### src/rtl/gb_vga_defs_pkg.sv
// Shared constants, FSM encoding and helpers for the Game Boy capture path.
package gb_vga_defs;

  localparam int GB_H_PIXELS = 160;
  localparam int GB_V_LINES  = 144;
  localparam int FB_ADDR_W   = 15;
  localparam int SYNC_STAGES = 2;

  typedef enum logic [1:0] {
    IDLE    = 2'd0,
    CAPTURE = 2'd1,
    PENDING = 2'd2
  } sched_state_t;

  function automatic logic [7:0] sat_inc8(input logic [7:0] v);
    return (v == 8'hFF) ? v : v + 8'd1;
  endfunction

endpackage

### src/rtl/gb_edge_sync.sv
// Synchronizes one asynchronous GB pin and flags its falling edge.
module gb_edge_sync #(
  parameter int SYNC_STAGES = gb_vga_defs::SYNC_STAGES
) (
  input  logic CLK_25MHz,
  input  logic reset,
  input  logic pin,
  output logic fe
);

  logic [SYNC_STAGES-1:0] sync_reg;
  logic                   hist_reg;

  always_ff @(posedge CLK_25MHz or posedge reset) begin
    if (reset) begin
      sync_reg <= '0;
      hist_reg <= 1'b0;
    end else begin
      sync_reg <= {sync_reg[SYNC_STAGES-2:0], pin};
      hist_reg <= sync_reg[SYNC_STAGES-1];
    end
  end

  assign fe = hist_reg & ~sync_reg[SYNC_STAGES-1];

endmodule

### src/rtl/gb_frame_scheduler.sv
// Captures GB LCD frames into ping-pong framebuffers and swaps the read side on VGA vblank.
module gb_frame_scheduler #(
  parameter int GB_H_PIXELS = gb_vga_defs::GB_H_PIXELS,
  parameter int GB_V_LINES  = gb_vga_defs::GB_V_LINES,
  parameter int FB_ADDR_W   = gb_vga_defs::FB_ADDR_W,
  parameter int SYNC_STAGES = gb_vga_defs::SYNC_STAGES
) (
  input  logic                 CLK_25MHz,
  input  logic                 reset,
  input  logic [1:0]           gb_dat,
  input  logic                 gb_px_clk,
  input  logic                 gb_hsync,
  input  logic                 gb_vsync,
  input  logic                 vga_vblank_start,
  output logic [1:0]           fb_wdata,
  output logic [FB_ADDR_W-1:0] fb_waddr,
  output logic [1:0]           fb_we,
  output logic                 fb_rd_sel,
  output logic                 swap_pulse,
  output logic [7:0]           frames_dropped,
  output logic [7:0]           last_lines
);

  import gb_vga_defs::*;

  localparam logic [7:0] H_CNT = 8'(GB_H_PIXELS);
  localparam logic [7:0] V_CNT = 8'(GB_V_LINES);

  logic px_fe, hs_fe, vs_fe;

  gb_edge_sync #(.SYNC_STAGES(SYNC_STAGES)) u_px_sync (
    .CLK_25MHz(CLK_25MHz), .reset(reset), .pin(gb_px_clk), .fe(px_fe));
  gb_edge_sync #(.SYNC_STAGES(SYNC_STAGES)) u_hs_sync (
    .CLK_25MHz(CLK_25MHz), .reset(reset), .pin(gb_hsync), .fe(hs_fe));
  gb_edge_sync #(.SYNC_STAGES(SYNC_STAGES)) u_vs_sync (
    .CLK_25MHz(CLK_25MHz), .reset(reset), .pin(gb_vsync), .fe(vs_fe));

  // Data runs through the same depth as the pixel clock so the last stage matches px_fe.
  logic [1:0] dat_sync_reg [SYNC_STAGES];

  always_ff @(posedge CLK_25MHz or posedge reset) begin
    if (reset) dat_sync_reg[0] <= 2'b00;
    else       dat_sync_reg[0] <= gb_dat;
  end

  generate
    for (genvar gi = 1; gi < SYNC_STAGES; gi++) begin : g_dat_chain
      always_ff @(posedge CLK_25MHz or posedge reset) begin
        if (reset) dat_sync_reg[gi] <= 2'b00;
        else       dat_sync_reg[gi] <= dat_sync_reg[gi-1];
      end
    end
  endgenerate

  sched_state_t         state_reg;
  logic [7:0]           col_reg, row_reg;
  logic [FB_ADDR_W-1:0] addr_reg;
  logic                 err_reg;

  // Pixel is resolved before the line end, line end before the frame end.
  logic       px_in_range, px_write, err_px, err_next;
  logic [7:0] col_px, col_next, row_next;

  always_comb begin
    px_in_range = (col_reg < H_CNT) && (row_reg < V_CNT);
    px_write    = (state_reg == CAPTURE) && px_fe && px_in_range;
    col_px      = px_fe ? sat_inc8(col_reg) : col_reg;
    err_px      = err_reg | (px_fe & ~px_in_range);
    err_next    = err_px;
    col_next    = col_px;
    row_next    = row_reg;
    if (hs_fe) begin
      err_next = err_px | (col_px != H_CNT);
      col_next = 8'd0;
      row_next = sat_inc8(row_reg);
    end
  end

  always_ff @(posedge CLK_25MHz or posedge reset) begin
    if (reset) begin
      state_reg      <= IDLE;
      col_reg        <= 8'd0;
      row_reg        <= 8'd0;
      addr_reg       <= '0;
      err_reg        <= 1'b0;
      fb_we          <= 2'b00;
      fb_waddr       <= '0;
      fb_wdata       <= 2'b00;
      fb_rd_sel      <= 1'b0;
      swap_pulse     <= 1'b0;
      frames_dropped <= 8'd0;
      last_lines     <= 8'd0;
    end else begin
      fb_we      <= 2'b00;
      swap_pulse <= 1'b0;
      case (state_reg)
        IDLE: begin
          if (vs_fe) begin
            state_reg <= CAPTURE;
            col_reg   <= 8'd0;
            row_reg   <= 8'd0;
            addr_reg  <= '0;
            err_reg   <= 1'b0;
          end
        end
        CAPTURE: begin
          if (px_write) begin
            fb_we    <= fb_rd_sel ? 2'b01 : 2'b10;
            fb_waddr <= addr_reg;
            fb_wdata <= dat_sync_reg[SYNC_STAGES-1];
            addr_reg <= addr_reg + FB_ADDR_W'(1);
          end
          col_reg <= col_next;
          row_reg <= row_next;
          err_reg <= err_next;
          if (vs_fe) begin
            last_lines <= row_next;
            if (row_next == V_CNT && !err_next) begin
              state_reg <= PENDING;
            end else begin
              frames_dropped <= sat_inc8(frames_dropped);
              col_reg        <= 8'd0;
              row_reg        <= 8'd0;
              addr_reg       <= '0;
              err_reg        <= 1'b0;
            end
          end
        end
        PENDING: begin
          if (vs_fe) frames_dropped <= sat_inc8(frames_dropped);
          if (vga_vblank_start) begin
            fb_rd_sel  <= ~fb_rd_sel;
            swap_pulse <= 1'b1;
            state_reg  <= IDLE;
          end
        end
        default: state_reg <= IDLE;
      endcase
    end
  end

endmodule

### config.mk
export PLATFORM = sky130hd
export DESIGN_NAME = gb_frame_scheduler
export DESIGN_NICKNAME = d
export VERILOG_FILES = /design/src/rtl/gb_vga_defs_pkg.sv /design/src/rtl/gb_edge_sync.sv /design/src/rtl/gb_frame_scheduler.sv
export SDC_FILE = /design/constraint.sdc
export NUM_CORES = 1
export LEC_CHECK = 0
export CAP_MARGIN = 20
export CORE_UTILIZATION = 56
export CTS_CLUSTER_DIAMETER = 60
export CTS_CLUSTER_SIZE = 24
export DETAILED_ROUTE_END_ITERATION = 16
export PLACE_DENSITY = 0.79
export SYNTH_ARGS = -nofsm -noshare
export SYNTH_HDL_FRONTEND = slang
export SYNTH_SLANG_ARGS = --single-unit
### constraint.sdc
create_clock -name CLK_25MHz -period 3.2 [get_ports CLK_25MHz]
set_clock_uncertainty 0.15 [all_clocks]
set_input_delay 0.32 -clock CLK_25MHz [delete_from_list [all_inputs] [get_ports CLK_25MHz]]
set_output_delay 0.32 -clock CLK_25MHz [all_outputs]
set_load 0.02 [all_outputs]
==> results of run 1 <==
==> metrics by stage <==
step	setup slack (ns)	hold WS [ns]	utilization [%]	instances	instance area, um2
floorplan	0.565	0.181	-	397	4160
global placement	0.463	0.182	65.2	533	4700
detailed placement	0.421	0.186	65.2	533	4700
CTS	0.393	0.205	68.1	549	4910
global route	0.179	0.211	68.1	549	4910
finish	0.362	0.203	68.1	549	4910
==> cell usage in the layout, fill, tap and decap left out, types with 6 or more instances in the layout <==
cell type,Yosys,routed
ha_1,8,8
dfrtp_1,84,84
clkdlybuf4s50_1,0,44
xor2_1,12,12
xnor2_1,12,12
nor2_1,40,40
inv_1,14,13
nand2_1,35,35
a31oi_1,6,6
nand4_1,12,12
a21oi_1,14,14
nand2b_1,8,8
o21ai_0,28,28
buf_4,0,7
clkbuf_8,0,9
nand3_1,14,14
mux2_2,17,17
==> final cells by class <==
| cell class | instances | share of cell area (%) |
|---|---|---|
| Inverter | 15 | 1.17 |
| Timing Repair Buffer | 52 | 10.4 |
| Sequential cell | 84 | 42.8 |
| Tap cell | 99 | 2.52 |
| Multi-Input combinational cell | 283 | 38.9 |
| Clock inverter | 7 | 1.68 |
| Clock buffer | 9 | 2.52 |
==> power groups by stage <==
stage / Combinational, uW / Clock [uW] / Sequential (uW)
global route: 1050 / 849 / 1360
floorplan: 575 / 0 / 1410
finish: 977 / 786 / 1340
CTS: 977 / 809 / 1340
global placement: 946 / 0 / 1350
detailed placement: 969 / 0 / 1350
==> kinds of logic after synthesis <==
logic type               share of synthesized area, %
flip-flops                                       50.5
adder cells (fa/ha/maj)                          2.40
AO/OA/AOI/OAI                                    14.1
XOR/XNOR                                         5.05
buffers and inverters                            3.67
AND/OR/NAND/NOR                                  18.1
multiplexers                                     6.19
==> Yosys cell counts, types with 2 or more instances <==
| cell type | number |
|---|---|
| buf_2 | 2 |
| nor4_1 | 2 |
| xnor2_1 | 12 |
| o22ai_1 | 2 |
| nor3_1 | 5 |
| nor2_1 | 40 |
| mux2_2 | 17 |
| a21oi_1 | 14 |
| buf_6 | 5 |
| nand2b_1 | 8 |
| nor2b_1 | 5 |
| ha_1 | 8 |
| mux2i_1 | 4 |
| or4_1 | 2 |
| nand3_1 | 14 |
| nand2_1 | 35 |
| dfrtp_1 | 84 |
| o211ai_1 | 5 |
| o21ai_0 | 28 |
| nand4_1 | 12 |
| xor2_1 | 12 |
| o21ai_2 | 2 |
| o31ai_1 | 4 |
| a31oi_1 | 6 |
| o22a_1 | 2 |
| a41oi_1 | 2 |
| o2bb2ai_1 | 2 |
| and3_1 | 5 |
| and2_1 | 4 |
| o31a_1 | 2 |
| inv_1 | 14 |
| clkbuf_1 | 8 |
==> worst max-delay path by stage <==
stage | to | slack (ns)
finish | frames_dropped[1]$_DFFE_PP0P_ | 0.36
global route | col_reg[7]$_DFFE_PP0P_ | 0.18
CTS | frames_dropped[1]$_DFFE_PP0P_ | 0.39
detailed placement | frames_dropped[1]$_DFFE_PP0P_ | 0.42
global placement | frames_dropped[1]$_DFFE_PP0P_ | 0.46
floorplan | addr_reg[0]$_DFFE_PP0P_ | 0.56
==> layer usage <==
metal  share of wire, %  track usage [%]
met5                  0                0
met4                2.2             9.24
met3                3.1             5.32
met2                 48             37.3
met1                 47             32.7
==> flow_summary.json, run 1 <==
{
  "p_int_uw": 1990,
  "slew_viol_final": 0,
  "ys_warn_count": 0,
  "path_class": "reg -> reg",
  "clkLatencyLatePin_ns": 0.36,
  "cp-startpoint": "row_reg[0]$_DFFE_PP0P_",
  "power_frac_clock_pct": 25.4,
  "post_cts_buffers": 0,
  "grt_overflow": 0,
  "cp_max_fo": 8,
  "detail_route.wl_per_cell_um": 15.5,
  "r2r_start": "row_reg[0]$_DFFE_PP0P_",
  "clkTransAtPathRegs_ns": 0.09,
  "synth_ff_type": "dfrtp_1",
  "multi_input_area_mm2": 0.00191,
  "setup_violations": 0,
  "required_ns": 3.30,
  "seq_power_share_pct": 43.1,
  "min_period_ns": 2.84,
  "area_growth_pct": 18.0,
  "cp_slowest_cell": "dfrtp_1",
  "drtPass1Iterations": 4,
  "power.switching_uw": 1110,
  "fmax_mhz": 352,
  "path_delay_family": "compound AO/OA/AOI/OAI gates",
  "cts_made_buffers": 9,
  "grt_start_max_net_pins": 85,
  "die-area_mm2": 0.00778,
  "hp-start": "dat_sync_reg[3]$_DFF_PP0_",
  "p_sw_share_pct": 35.9,
  "cts_max_level": 3,
  "dp_hpwl_mm": 5.84,
  "n_antenna_cell": 0,
  "nets": 461,
  "leakage_uw": 0.00210,
  "worstRegToRegCells": 8,
  "initial_core_util_pct": 57.7,
  "syn_area_mm2": 0.00416,
  "cts_buffer_depth": 2,
  "final_hold_viol_count": 0,
  "clock_sinks": 84,
  "worstMarginPinSlew_ns": 0.554,
  "p_per_area_mw_per_mm2": 631,
  "r2r_end": "frames_dropped[1]$_DFFE_PP0P_",
  "rsz0062_at_grt": "false",
  "netlist_top_cells_area": "dfrtp_1 50%, mux2_2 4.6%, nor2_1 3.6%",
  "ant_nets": 0,
  "critPathCaptureType": "flip-flop",
  "drc": 0,
  "yosys.area.top_type": "dfrtp_1",
  "pin_count": 45,
  "antenna_found_initial": 0,
  "seqCellArea_mm2": 0.00210,
  "synth_seq_cells": 84,
  "slew_headroom_pct": 62.9,
  "min_period_over_period_pct": 88.7,
  "grt_pass1_vias": 3053,
  "core_area_mm2": 0.00721,
  "tns_ns": 0,
  "hp-class": "reg -> reg",
  "p_comb_share_pct": 31.5,
  "cts_root_buf": "clkbuf_8",
  "synthArstFlopShare_pct": 100,
  "cpPeakStageDelay_ns": 0.45,
  "ys_types": 62,
  "tritoncts": "done",
  "yosysTopAreaCellShare_pct": 50.5,
  "num_rows": 31,
  "portBuffers": 44,
  "postSynthCellCount": 397,
  "avgSynthCellArea_um2": 10.5,
  "r2r_slack_ns": 0.36,
  "fill_cells": 568,
  "drv_cap": 0,
  "die_y_um": 88.2,
  "ir_worst_vdd_uv": 436,
  "path_buf_inv": 0,
  "grt_pass1_wl_mm": 14.2,
  "min_to": "dat_sync_reg[1]$_DFF_PP0_",
  "wirelength_mm": 8.50,
  "die_w_um": 88.2,
  "globalRouteTotalUtil_pct": 23.9,
  "cts_resized": 0,
  "seq_area_frac_synth_pct": 50.5,
  "viasPerCell": 5.56,
  "vias": 3054,
  "start_kind": "flip-flop",
  "path_depth": 8,
  "worstHoldPathCells": 0,
  "synth_fp_nets": 413,
  "power_uw": 3100,
  "path_common_cell": "nand4_1",
  "synth_edf_count": 0,
  "arrival_ns": 2.93,
  "ctsHoldBuffers": 0,
  "worstPathCellList": "ha_1 -> nand4_1 -> o21ai_4 -> o2bb2ai_1 -> and3_1 -> nand4_1 -> o31a_1 -> mux2_4",
  "drt_iter0_markers": 217,
  "layout-drive-gt1-share_pct": 14.0,
  "status": "finished clean",
  "place.gp.congestion": 0.882
}
Power figures use the tool's default switching activity.
==> run 2: changes to the inputs <==
- GPL_TIMING_DRIVEN: default -> 1
- HOLD_SLACK_MARGIN: default -> 0.08
==> results of run 2 <==
Same layout as run 1: the final DEF is identical, and so are final timing and power.
==> run 3: changes to the inputs <==
- RECOVER_POWER: default -> 25
==> run 3 against run 2 <==
  * The run now ends with max-capacitance violations, max-slew violations left
  * Final cell count unchanged
  * Clock power about the same
  * Register-to-register slack about the same
  * Power decreased by 0.16%
  * Highest routed layer unchanged
==> flow_summary.json, run 3 (synthesis results as in run 1) <==
{
  "status": "finished with violations",
  "violations": "max-capacitance violations, max-slew violations",
  "cts_max_level": 3,
  "min_period_over_period_pct": 88.7,
  "worstRegToRegCells": 8,
  "start_kind": "flip-flop",
  "tns_ns": 0,
  "hp-start": "dat_sync_reg[3]$_DFF_PP0_",
  "rsz0062_at_grt": "false",
  "setup_ws_ns": 0.362,
  "cts_root_buf": "clkbuf_8",
  "final_hold_viol_count": 0,
  "clock_sinks": 84,
  "area_growth_pct": 17.6,
  "ir_worst_vdd_uv": 435,
  "placed_area_mm2": 0.00470,
  "cp-startpoint": "row_reg[0]$_DFFE_PP0P_",
  "portBuffers": 44,
  "path_buf_inv": 0,
  "p_per_area_mw_per_mm2": 632,
  "path_delay_family": "compound AO/OA/AOI/OAI gates",
  "layout-drive-gt1-share_pct": 14.0,
  "worstHoldPathCells": 0,
  "wirelength_mm": 8.52,
  "critPathCaptureType": "flip-flop",
  "post-place-ws_ns": 0.421,
  "antenna_found_initial": 0,
  "vias": 3057,
  "min_period_ns": 2.84,
  "initial_core_util_pct": 57.7,
  "clkLatencyLatePin_ns": 0.36,
  "power.switching_uw": 1110,
  "drc": 0,
  "required_ns": 3.30,
  "slew_viol_final": 85,
  "tritoncts": "done",
  "die-area_mm2": 0.00778,
  "grt_start_max_net_pins": 85,
  "cp_max_fo": 8,
  "place.gp.congestion": 0.882,
  "path_depth": 8,
  "cts_made_buffers": 9,
  "leakage_uw": 0.00210,
  "core_area_mm2": 0.00721,
  "hp-class": "reg -> reg",
  "final_cell_mix": "84 x dfrtp_1, 40 x nor2_1, 38 x clkdlybuf4s50_1",
  "ctsHoldBuffers": 0,
  "die_w_um": 88.2,
  "post_cts_buffers": 0,
  "finalInstanceArea_mm2": 0.00490,
  "n_antenna_cell": 0,
  "die_y_um": 88.2,
  "drv_cap": 1,
  "fmax_mhz": 352,
  "dp_hpwl_mm": 5.84,
  "seq_power_share_pct": 43.1,
  "slew_headroom_pct": -36.1,
  "worstMarginPinSlew_ns": 2.04,
  "grt_pass1_wl_mm": 14.2,
  "p_int_uw": 1980,
  "worstPathCellList": "ha_1 -> nand4_1 -> o21ai_4 -> o2bb2ai_1 -> and3_1 -> nand4_1 -> o31a_1 -> mux2_4",
  "globalRouteTotalUtil_pct": 23.9,
  "arrival_ns": 2.93,
  "cpPeakStageDelay_ns": 0.45,
  "power_frac_clock_pct": 25.4,
  "path_common_cell": "nand4_1",
  "num_rows": 31,
  "setup_violations": 0,
  "p_comb_share_pct": 31.5,
  "cts_resized": 0,
  "pin_count": 45,
  "r2r_start": "row_reg[0]$_DFFE_PP0P_",
  "viasPerCell": 5.57,
  "final_common_cell": "dfrtp_1",
  "drtPass1Iterations": 4,
  "detail_route.wl_per_cell_um": 15.5,
  "grt_overflow": 0,
  "path_class": "reg -> reg",
  "cts_buffer_depth": 2,
  "drt_iter0_markers": 224,
  "p_sw_share_pct": 35.9,
  "cp_slowest_cell": "dfrtp_1",
  "grt_pass1_vias": 3053,
  "clkTransAtPathRegs_ns": 0.09,
  "nets": 461,
  "ant_nets": 0
}
run 3: cell types whose count changed in the layout (fill, tap and decap cells not counted), sizes merged:
cell / change
dlygate4sd3: +6
buf: -1
clkdlybuf4s50: -6
clkbuf: +1
clkinvlp: +1
clkinv: -1
run 3: worst paths after layout:
| kind | slack [ns] | to |
|---|---|---|
| min in group asynchronous | 1.00 | frames_dropped[3]$_DFFE_PP0P_ |
| max in group asynchronous | 0.70 | col_reg[4]$_DFFE_PP0P_ |
| setup reg to reg | 0.36 | frames_dropped[1]$_DFFE_PP0P_ |
| setup / recovery | 0.36 | frames_dropped[1]$_DFFE_PP0P_ |
| hold / removal | 0.20 | dat_sync_reg[1]$_DFF_PP0_ |
| hold reg to reg | 0.20 | dat_sync_reg[1]$_DFF_PP0_ |
run 3: area by class of cell:
class                      count  area (um2)
timing repair buffer          52         498
tap                           99         124
sequential                    84        2100
clock buffer                   9         124
multi-input combinational    283        1910
fill                         570        2320
clock inverter                 7        82.6
inverter                      15        57.6
run 3: power groups by stage:
stage | registers (uW) | clock network, uW | logic [uW]
after detailed placement | 1350 | 0 | 969
final | 1330 | 786 | 973
after floorplan | 1410 | 0 | 575
after global routing | 1360 | 849 | 1050
after CTS | 1340 | 809 | 977
after global placement | 1350 | 0 | 946
run 3: stage by stage:
step	util (%)	cells	hold WS (ns)	total power (uW)
floorplan	-	397	0.181	1990
global placement	65.2	533	0.182	2290
detailed placement	65.2	533	0.186	2320
CTS	68.1	549	0.205	3120
global route	67.9	549	0.211	3260
finish	67.9	549	0.203	3090
run 3: per-layer routing:
layer,up-vias,routed length (um),track usage [%]
li1,1500,-,-
met1,1478,4020,32.7
met2,62,4050,37.3
met3,17,264,5.32
met4,0,187,9.24
met5,-,0,0
